## src/rtl/dma_channel_arbiter.sv

```systemverilog
// dma_channel_arbiter: qualifies NCH DREQ lines against polarity, mask and
// software requests, then picks a channel by fixed or rotating priority.
// It runs the HRQ/HLDA hold handshake and drives the per-channel DACK pins.
// Optional feature macro: DMA_ARB_DREQ_SYNC_EN adds a 2-flop DREQ synchronizer.
module dma_channel_arbiter #(
  parameter int NCH = 4
) (
  input  logic                   i_clk,
  input  logic                   i_rst,
  input  logic [NCH-1:0]         i_dreq,
  input  logic [NCH-1:0]         i_swReq,
  input  logic [NCH-1:0]         i_mask,
  input  logic                   i_ctrlDis,
  input  logic                   i_rotating,
  input  logic                   i_dreqLow,
  input  logic                   i_dackLow,
  input  logic                   i_hlda,
  input  logic                   i_xferDone,
  output logic                   o_hrq,
  output logic [NCH-1:0]         o_dack,
  output logic                   o_grantValid,
  output logic [$clog2(NCH)-1:0] o_grantCh
);

  localparam int CW = $clog2(NCH);

  typedef enum logic [1:0] {
    S_IDLE,
    S_WAIT_HLDA,
    S_SERVICE,
    S_RELEASE
  } state_t;

  state_t          r_state;
  state_t          w_nextState;
  logic [NCH-1:0]  w_dreqAct;
  logic [NCH-1:0]  r_reqQ;
  logic [CW-1:0]   r_ptr;
  logic [CW-1:0]   r_grantCh;
  logic [CW-1:0]   w_scanPtr;
  logic [CW-1:0]   w_winner;
  logic            w_hrq;
  logic            w_grantValid;
  logic [NCH-1:0]  w_dackOh;

  // Reduce any integer to a channel index; NCH need not be a power of two.
  function automatic logic [CW-1:0] wrapIndex(input int v);
    return CW'(v % NCH);
  endfunction

`ifdef DMA_ARB_DREQ_SYNC_EN
  logic [NCH-1:0] r_sync1;
  logic [NCH-1:0] r_sync2;

  // Two-flop synchronizer holding DREQ already normalised to active-high, so reset to 0 is the inactive level.
  always_ff @(posedge i_clk or posedge i_rst) begin
    if (i_rst) begin
      r_sync1 <= '0;
      r_sync2 <= '0;
    end else begin
      r_sync1 <= i_dreq ^ {NCH{i_dreqLow}};
      r_sync2 <= r_sync1;
    end
  end

  assign w_dreqAct = r_sync2;
`else
  assign w_dreqAct = i_dreq ^ {NCH{i_dreqLow}};
`endif

  // Register the qualified request vector; mask blocks both pin and software requests.
  always_ff @(posedge i_clk or posedge i_rst) begin
    if (i_rst) begin
      r_reqQ <= '0;
    end else begin
      r_reqQ <= (w_dreqAct | i_swReq) & ~i_mask;
    end
  end

  // Pick the first requesting channel scanning upward from the priority pointer.
  always_comb begin
    w_scanPtr = i_rotating ? r_ptr : '0;
    w_winner  = w_scanPtr;
    for (int k = NCH - 1; k >= 0; k--) begin
      if (r_reqQ[wrapIndex(int'(w_scanPtr) + k)]) begin
        w_winner = wrapIndex(int'(w_scanPtr) + k);
      end
    end
  end

  // State register.
  always_ff @(posedge i_clk or posedge i_rst) begin
    if (i_rst) begin
      r_state <= S_IDLE;
    end else begin
      r_state <= w_nextState;
    end
  end

  // Next-state logic for the hold handshake.
  always_comb begin
    w_nextState = r_state;
    case (r_state)
      S_IDLE: begin
        if (!i_ctrlDis && (|r_reqQ) && !i_hlda) begin
          w_nextState = S_WAIT_HLDA;
        end
      end
      S_WAIT_HLDA: begin
        if (!r_reqQ[r_grantCh]) begin
          w_nextState = S_IDLE;
        end else if (i_hlda) begin
          w_nextState = S_SERVICE;
        end
      end
      S_SERVICE: begin
        if (i_xferDone) begin
          w_nextState = S_RELEASE;
        end else if (!i_hlda) begin
          w_nextState = S_IDLE;
        end
      end
      S_RELEASE: begin
        if (!i_hlda) begin
          w_nextState = S_IDLE;
        end
      end
      default: w_nextState = S_IDLE;
    endcase
  end

  // Handshake outputs follow the state directly, so reset clears them without a clock edge.
  always_comb begin
    w_hrq        = (r_state == S_WAIT_HLDA) || (r_state == S_SERVICE);
    w_grantValid = (r_state == S_SERVICE);
    w_dackOh     = '0;
    if (r_state == S_SERVICE) begin
      w_dackOh[r_grantCh] = 1'b1;
    end
  end

  // Lock the winner only when leaving IDLE so it cannot be pre-empted later.
  always_ff @(posedge i_clk or posedge i_rst) begin
    if (i_rst) begin
      r_grantCh <= '0;
    end else if ((r_state == S_IDLE) && (w_nextState == S_WAIT_HLDA)) begin
      r_grantCh <= w_winner;
    end
  end

  // Rotate priority past the channel just completed; aborts leave the pointer alone.
  always_ff @(posedge i_clk or posedge i_rst) begin
    if (i_rst) begin
      r_ptr <= '0;
    end else if (!i_rotating) begin
      r_ptr <= '0;
    end else if ((r_state == S_SERVICE) && i_xferDone) begin
      r_ptr <= wrapIndex(int'(r_grantCh) + 1);
    end
  end

  assign o_hrq        = w_hrq;
  assign o_grantValid = w_grantValid;
  assign o_grantCh    = r_grantCh;
  assign o_dack       = w_dackOh ^ {NCH{i_dackLow}};

endmodule

```

## config.mk

```make
export PLATFORM = sky130hd
export DESIGN_NAME = dma_channel_arbiter
export DESIGN_NICKNAME = d
export VERILOG_FILES = /design/src/rtl/dma_channel_arbiter.sv
export SDC_FILE = /design/constraint.sdc
export NUM_CORES = 1
export LEC_CHECK = 0
export BUFFER_PORTS_ARGS = -buffer_cell sky130_fd_sc_hd__buf_4
export CAP_MARGIN = 5
export CELL_PAD_IN_SITES_DETAIL_PLACEMENT = 2
export CELL_PAD_IN_SITES_GLOBAL_PLACEMENT = 2
export CORE_ASPECT_RATIO = 1.75
export CORE_MARGIN = 2
export CORE_UTILIZATION = 30
export CTS_BUF_LIST = sky130_fd_sc_hd__clkbuf_16
export CTS_CLUSTER_SIZE = 30
export DETAILED_ROUTE_END_ITERATION = 7
export PLACE_DENSITY = 0.91
export RECOVER_POWER = 25
export SYNTH_ARGS = -nofsm -noshare
export SYNTH_HDL_FRONTEND = slang
export SYNTH_SLANG_ARGS = --single-unit
export TNS_END_PERCENT = 50
```

## constraint.sdc

```tcl
create_clock -name i_clk -period 3.8 [get_ports i_clk]
set_clock_uncertainty 0.05 [all_clocks]
set_input_delay 0.38 -clock i_clk [delete_from_list [all_inputs] [get_ports i_clk]]
set_output_delay 0.38 -clock i_clk [all_outputs]
set_load 0.005 [all_outputs]
```

== Word level (Yosys, flattened, before mapping) ==
Index checks and enable logic that the tools add are counted.

* Bits of input ports: 20
* Word-level logic and storage cells: 60
* Register bits after elaboration: 10
* Output and inout bits: 8

* Reduce and logical (&&, ||, !) cells: 10
* Order comparisons: 6
* Bitwise operators: 5
* Muxes and demuxes: 26
* Add/subtract/negate cells: 4
* Eq/ne operators: 5

{| class="wikitable"
|+ Operators with widths
! cell !! count
|-
| two-way mux 2 bit || 12
|-
| < comparator 2 x 3 -> 1 bit, second input constant || 5
|-
| binary-select mux 1 bit (select 2 bit) || 5
|-
| case mux 2 bit (4 select lines) || 1
|-
| bitwise XOR 4 bit || 2
|-
| two-way mux 1 bit || 6
|-
| logical AND 1 bit || 5
|-
| adder 2 x 1 -> 2 bit, second input constant || 2
|-
| adder 2 bit, second input constant || 2
|-
| bitwise AND 4 bit || 1
|-
| == test 2 x 1 -> 1 bit, second input constant || 2
|-
| == test 2 bit, second input constant || 2
|-
| two-way mux 4 bit || 1
|-
| inverter 4 bit || 1
|-
| OR 4 bit || 1
|-
| OR reduction 4 bit || 1
|-
| demux 1 bit (select 2 bit) || 1
|-
| >= comparator 2 x 1 -> 1 bit, second input constant || 1
|-
| zero test 1 bit || 2
|-
| zero test 2 bit || 1
|-
| != test 2 x 1 -> 1 bit, second input constant || 1
|-
| logical OR 1 bit || 1
|}

== Depth between registers and ports, before layout ==
Gate-level depths: netlist of run 1.

* Depth in word-level cells: 8
* Gate-level depth with buffers: 7
* Mapped depth without buffers: 7

== Least setup slack after synthesis of run 1 ==
Ideal clock, no wire load.

* Path type: register to register
* Start point: register r_grantCh[1] (netlist: o_grantCh[1])
* End point: register r_state[0]
* Period minus slack after synthesis: 1527 ps
* Slack: 2273 ps
* Buffers on the path: 0
* Required time: 3624 ps
* Library setup time: 126 ps
* Cell stages (with the launch flop): 5
* Arrival time: 1351 ps
* Cell sequence: dfrtp_1 mux4_2 nand2_1 o21ai_0 o32a_1

* Cells in the longest elaborated chain, start to end: 4

{| class="wikitable"
|+ Ends and longest elaborated chain
! item !! line !! text
|-
| start: declaration || 39 || <nowiki>logic [CW-1:0] r_grantCh;</nowiki>
|-
| start signal: assignment || 147 || <nowiki>r_grantCh <= w_winner;</nowiki>
|-
| binary-select mux 1 bit (select 2 bit) || 110 || <nowiki>if (!r_reqQ[r_grantCh]) begin</nowiki>
|-
| two-way mux 1 bit (implied by the code) || 110 ||
|-
| two-way mux 2 bit || 110 ||
|-
| case mux 2 bit (4 select lines) || 103 || <nowiki>case (r_state)</nowiki>
|-
| net w_nextState[0] || 35 || <nowiki>state_t w_nextState;</nowiki>
|-
| end signal: assignment || 96 || <nowiki>r_state <= w_nextState;</nowiki>
|-
| end: declaration || 34 || <nowiki>state_t r_state;</nowiki>
|}

The timed path passes the listed nets, and every way through them passes these cells. The select of a mux whose other input is x is not followed.
A chain may end at the register's enable or synchronous reset.

== Final worst setup path of run 1 ==
* Start point: register r_state[0]
* End point: output port o_dack[0]

* Cells in the longest elaborated chain, start to end: 3

{| class="wikitable"
|+ Ends and longest elaborated chain
! item !! line !! text
|-
| == test 2 bit || 137 || <nowiki>if (r_state == S_SERVICE) begin</nowiki>
|-
| two-way mux 4 bit || 137 ||
|-
| bitwise XOR 4 bit || 165 || <nowiki>assign o_dack = w_dackOh ^ {NCH{i_dackLow}};</nowiki>
|-
| end: declaration || 20 || <nowiki>output logic [NCH-1:0] o_dack,</nowiki>
|}

Every way passes these cells.

==> flow_summary.json, run 1 <==
{
  "synth_cells": 102,
  "design_area_sq_um": 1130,
  "finalSetupTns_ns": 0,
  "yosysSeqAreaShare_pct": 29.5,
  "netlist_area_sq_um": 848,
  "max_freq_mhz": 511,
  "routedWlPerCell_microns": 17.9,
  "dp.cells": 152,
  "ys_top_cells_by_area": "dfrtp_1 29%, ha_1 12%, nand2_1 7.1%",
  "initial_core_util_pct": 31.5,
  "cts_tree": "built",
  "synthFlopType": "dfrtp_1",
  "die_w_microns": 44.2,
  "final_cells": 156,
  "ant_nets": 0,
  "grt_first_pass_wirelength_mm": 4.59,
  "synth-simple-area-share_pct": 18.1,
  "muxShareOfSynthArea_pct": 5.01,
  "gp_congestion": 0.813,
  "setup_slack_ns": 1.84,
  "ir_drop_mv": 0.215,
  "diodes": 0,
  "end_kind": "output pin",
  "insertion_delay_ns": 0.24,
  "ys_warn_count": 0,
  "slew_headroom_pct": 72.5,
  "drv_cap": 0,
  "grt_pass1_vias": 1001,
  "numPortBuffers": 27,
  "drt-initial-drc-count": 17,
  "start_kind": "flip-flop",
  "nNetsFinal": 158,
  "dpl_cell_area_sq_um": 1050,
  "slew_viol_final": 0,
  "drive_above_1_share_pct": 25.6,
  "dp_hpwl_mm": 2.31,
  "synth-async-reset-ratio_pct": 100,
  "tightest_slew_ns": 0.412,
  "layout_min_cycle_time_ns": 1.96,
  "wirelength_mm": 2.79,
  "hold_violations": 0,
  "postCtsSetupRepairBufs": 0,
  "die_area_sq_um": 3290,
  "worstPathRequired_ns": 3.37,
  "path_clk_slew_ns": 0.04,
  "synth_top_area_share_pct": 29.5,
  "syn_nets": 130,
  "coreArea_sq_um": 2690,
  "ys_types": 29,
  "p_per_area_nw_per_um2": 560,
  "first_pass_iters": 4,
  "synth.most_common_cell": "nand2_1",
  "path_max_fanout": 9,
  "dp_slack_ns": 2.08,
  "synth_compound_gate_area_share_pct": 20.9,
  "area_growth_pct": 33.5,
  "final-setup-viol-count": 0,
  "synth_top_family_by_area": "compound AO/OA/AOI/OAI gates",
  "synth_common_cells": "16 x nand2_1, 15 x nor2_1, 10 x dfrtp_1",
  "synthXorXnorAreaFrac_pct": 8.26,
  "drc": 0,
  "grt_max_degree": 11,
  "avgViaCountPerCell": 5.51,
  "hold_class": "in -> async",
  "final_util_pct": 42.1,
  "ctsResizeCount": 0,
  "synth_fa_ha_area_share_pct": 11.8,
  "grt_use_total_pct": 19.3,
  "boundaryPins": 28,
  "clock_sinks": 10,
  "finalCritPeriodShare_pct": 51.5,
  "rows": 25,
  "antenna_found_initial": 0,
  "root_buffer": "clkbuf_16",
  "worst-endpoint-arrival_ns": 1.53,
  "rsz0062_at_grt": "no",
  "clockBufferDepth": 2,
  "hold_buffers": 0,
  "worstSetupPathType": "reg -> out",
  "leakage_nw": 0.563,
  "die_h_microns": 74.3,
  "synth_edf_count": 0,
  "cts_made_buffers": 3,
  "cts.htree.levels": 1,
  "vias": 859,
  "ys_seq_elements": 10,
  "syn_area_per_cell_sq_um": 8.32,
  "status": "complete, no violations",
  "yosysTopAreaCell": "dfrtp_1",
  "overflow": 0
}
## placed cells by master (no fill, tap or decap), drive strengths merged, types with 3 or more instances in the layout
cell type,synthesis,final
dfrtp,10,10
buf,3,26
ha,8,8
xnor2,4,4
a21oi,5,5
clkbuf,1,4
nor2,15,15
inv,6,6
o21ai,8,8
xor2,4,4
o31ai,3,3
nand2,17,17
## path summary, 6_finish.rpt
path,from,to,slack (ns),depth (start not counted)
min in group i_clk,i_mask[2],r_reqQ[2],0.24,2
setup / recovery,r_state[0],o_dack[0],1.84,5
setup reg to reg,r_ptr[0],o_grantCh[0],2.10,5
hold reg to reg,r_state[0],r_state[0],0.54,1
max in group asynchronous,i_rst,r_ptr[0],3.32,2
hold / removal,i_rst,r_ptr[1],0.09,2
## registers in the layout, summed over array words and instances, names as in the netlist
name / cells
o_grantCh: 2
r_ptr: 2
r_reqQ: 4
r_state: 2
## cells by family after synthesis
kind of cell    Yosys count
fa+ha+maj                 8
mux                       3
flops                    10
simple gates             36
compound gates           27
buf+inv                  10
xor+xnor                  8
## power by group
| group | internal (mW) | switching [mW] | leakage (nW) |
|---|---|---|---|
| logic | 0.133 | 0.134 | 0.397 |
| clock network | 0.138 | 0.0499 | 0.0385 |
| registers | 0.131 | 0.0491 | 0.127 |
## routing by layer
| layer | global-route usage (%) | share of wire, % | up-vias |
|---|---|---|---|
| met3 | 2.43 | 2.9 | 2 |
| met2 | 43.3 | 66 | 24 |
| met1 | 15.8 | 31 | 433 |
| met4 | 5.05 | 0.61 | 0 |
| met5 | 0 | 0 | - |
| li1 | - | - | 400 |
## stage by stage
| stage | hold slack (ns) | power [mW] |
|---|---|---|
| floorplan | 0.170 | 0.330 |
| global placement | 0.340 | 0.424 |
| detailed placement | 0.342 | 0.452 |
| CTS | 0.0950 | 0.646 |
| global route | 0.118 | 0.681 |
| finish | 0.0882 | 0.635 |
## cell type report
| class | count | area, sq um |
|---|---|---|
| clock buffer | 3 | 75.1 |
| timing repair buffer | 27 | 203 |
| inverter | 6 | 22.5 |
| fill | 311 | 1560 |
| clock inverter | 1 | 3.75 |
| tap | 27 | 33.8 |
| sequential | 10 | 250 |
| multi-input combinational | 82 | 544 |
## worst max-delay path, cell delays in order, from the launching register on
cell	delay, ns
dfrtp_1	0.42
inv_1	0.13
ha_1	0.34
nand2_1	0.11
xnor2_1	0.16
buf_4	0.13
Note: power is estimated with default switching activity, not from simulation.
==> run 2, diff against run 1 <==
- CORE_UTILIZATION: 30 -> 28
- PLACE_DENSITY: 0.91 -> 0.86
- clock period: 3.8 -> 1.9 ns (I/O delays scaled with it)
==> flow_summary.json, run 2 (same netlist as run 1, synthesis figures left out) <==
{
  "p_sw_mw": 0.471,
  "clockBufferDepth": 2,
  "ant_nets": 0,
  "overflow": 0,
  "largest_reg_flops": 4,
  "hold_class": "in -> reg",
  "worstSetupPathType": "reg -> out",
  "worstSetupStartpoint": "r_state[0]",
  "initial_core_util_pct": 29.3,
  "cts.htree.levels": 1,
  "die_area_sq_um": 3500,
  "p_per_area_nw_per_um2": 1120,
  "first_pass_iters": 3,
  "antenna_found_initial": 0,
  "max_freq_mhz": 565,
  "avgViaCountPerCell": 5.37,
  "drive_above_1_share_pct": 24.6,
  "start_kind": "flip-flop",
  "nNetsFinal": 159,
  "grt_use_total_pct": 19.1,
  "coreArea_sq_um": 2900,
  "layout_min_cycle_time_ns": 1.77,
  "slew_viol_final": 0,
  "root_buffer": "clkbuf_16",
  "wirelength_mm": 2.86,
  "clkPwrFrac_pct": 30.4,
  "finalSetupTns_ns": 0,
  "regMostFlops": "r_reqQ",
  "cp_slowest_cell": "dfrtp_1",
  "hold_violations": 0,
  "vias": 849,
  "numPortBuffers": 27,
  "ir_drop_mv": 0.508,
  "gp_congestion": 0.870,
  "dp.cells": 153,
  "cts_made_buffers": 3,
  "rows": 26,
  "drc": 0,
  "combPwrFrac_pct": 41.3,
  "worstPathRequired_ns": 1.66,
  "max_stage_delay_ns": 0.40,
  "routedWlPerCell_microns": 18.1,
  "cp_top_family": "flip-flops",
  "cp_cell_sequence": "inv_1, ha_1, nand2_1, xnor2_1, buf_4",
  "clock_sinks": 10,
  "area_growth_pct": 34.4,
  "dp_hpwl_mm": 2.29,
  "fill_cells": 331,
  "min_from": "i_mask[1]",
  "reg2reg_from": "r_ptr[1]",
  "insertion_delay_ns": 0.25,
  "leakage_nw": 0.563,
  "layout_commonest_cell": "buf_4",
  "path_clk_slew_ns": 0.04,
  "boundaryPins": 28,
  "grt_pass1_vias": 983,
  "worst-endpoint-arrival_ns": 1.53,
  "grt_max_degree": 11,
  "multi_input_area_sq_um": 544,
  "p_int_mw": 0.803,
  "regArea_sq_um": 250,
  "cts_tree": "built",
  "seqPwrFrac_pct": 28.3,
  "swShare_pct": 37.0,
  "layout_common_cells": "25 x buf_4, 16 x nand2_1, 15 x nor2_1",
  "die_h_microns": 76.8,
  "diodes": 0,
  "rsz0062_at_grt": "no",
  "status": "complete, no violations",
  "final_cells": 158,
  "crit_buf_inv": 2,
  "drt-initial-drc-count": 9,
  "grt_first_pass_wirelength_mm": 4.74,
  "tightest_slew_ns": 0.440,
  "drv_cap": 0,
  "finalCritPeriodShare_pct": 93.2,
  "path_max_fanout": 9,
  "die_w_microns": 45.6,
  "final-setup-viol-count": 0,
  "slew_headroom_pct": 70.6,
  "end_kind": "output pin"
}
==> run 2: final cells by class <==
type	count	area share (%)
repair buffers	28	18.3
clock buffers	3	6.59
clock inverters	1	0.329
well taps	28	3.07
inverters	6	1.98
multi-input cells	82	47.7
flip-flops and latches	10	22.0
==> run 2: path summary, 6_finish.rpt <==
| path | slack [ns] | end | cells after the start |
|---|---|---|---|
| max | 0.13 | o_dack[1] | 5 |
| max in group asynchronous | 1.04 | o_grantCh[1] | 3 |
| min | 0.05 | r_reqQ[1] | 2 |
| max reg2reg | 0.18 | o_grantCh[0] | 5 |
| min reg2reg | 0.53 | r_state[0] | 1 |
| min in group asynchronous | 0.46 | r_state[0] | 3 |
==> run 2: stage by stage <==
| stage | utilization (%) | setup slack [ns] | cell area [sq um] | total power, mW | hold WS, ns |
|---|---|---|---|---|---|
| after detailed placement | 36.4 | 0.221 | 1050 | 0.892 | 0.168 |
| after global routing | 39.4 | 0.0245 | 1140 | 1.37 | 0.0515 |
| after CTS | 39.5 | 0.117 | 1140 | 1.29 | 0.0491 |
| final | 39.4 | 0.130 | 1140 | 1.27 | 0.0485 |
| after global placement | 36.4 | 0.310 | 1050 | 0.853 | 0.164 |
| after floorplan | - | 0.373 | 848 | 0.660 | -0.0198 |
==> run 2: routing by layer <==
metal	wire (microns)	track usage, %	vias to the layer above
met5	0	0	-
met4	80	9.12	0
met3	107	3.53	7
met2	1790	36.6	27
met1	884	17.2	413
li1	-	-	402
==> run 2: timing repair <==
| action | CTS | global route |
|---|---|---|
| resized for setup | 0 | 0 |
| endpoints found under the hold margin | 10 | 0 |
| buffers inserted | 0 | 0 |
| hold buffers | 1 | 0 |
==> run 2: power by group through the flow <==
stage	clock [mW]	combinational, mW	sequential [mW]
after global placement	0	0.498	0.356
after global routing	0.405	0.592	0.375
after floorplan	0	0.339	0.321
after detailed placement	0	0.528	0.364
final	0.387	0.526	0.360
after CTS	0.394	0.538	0.362
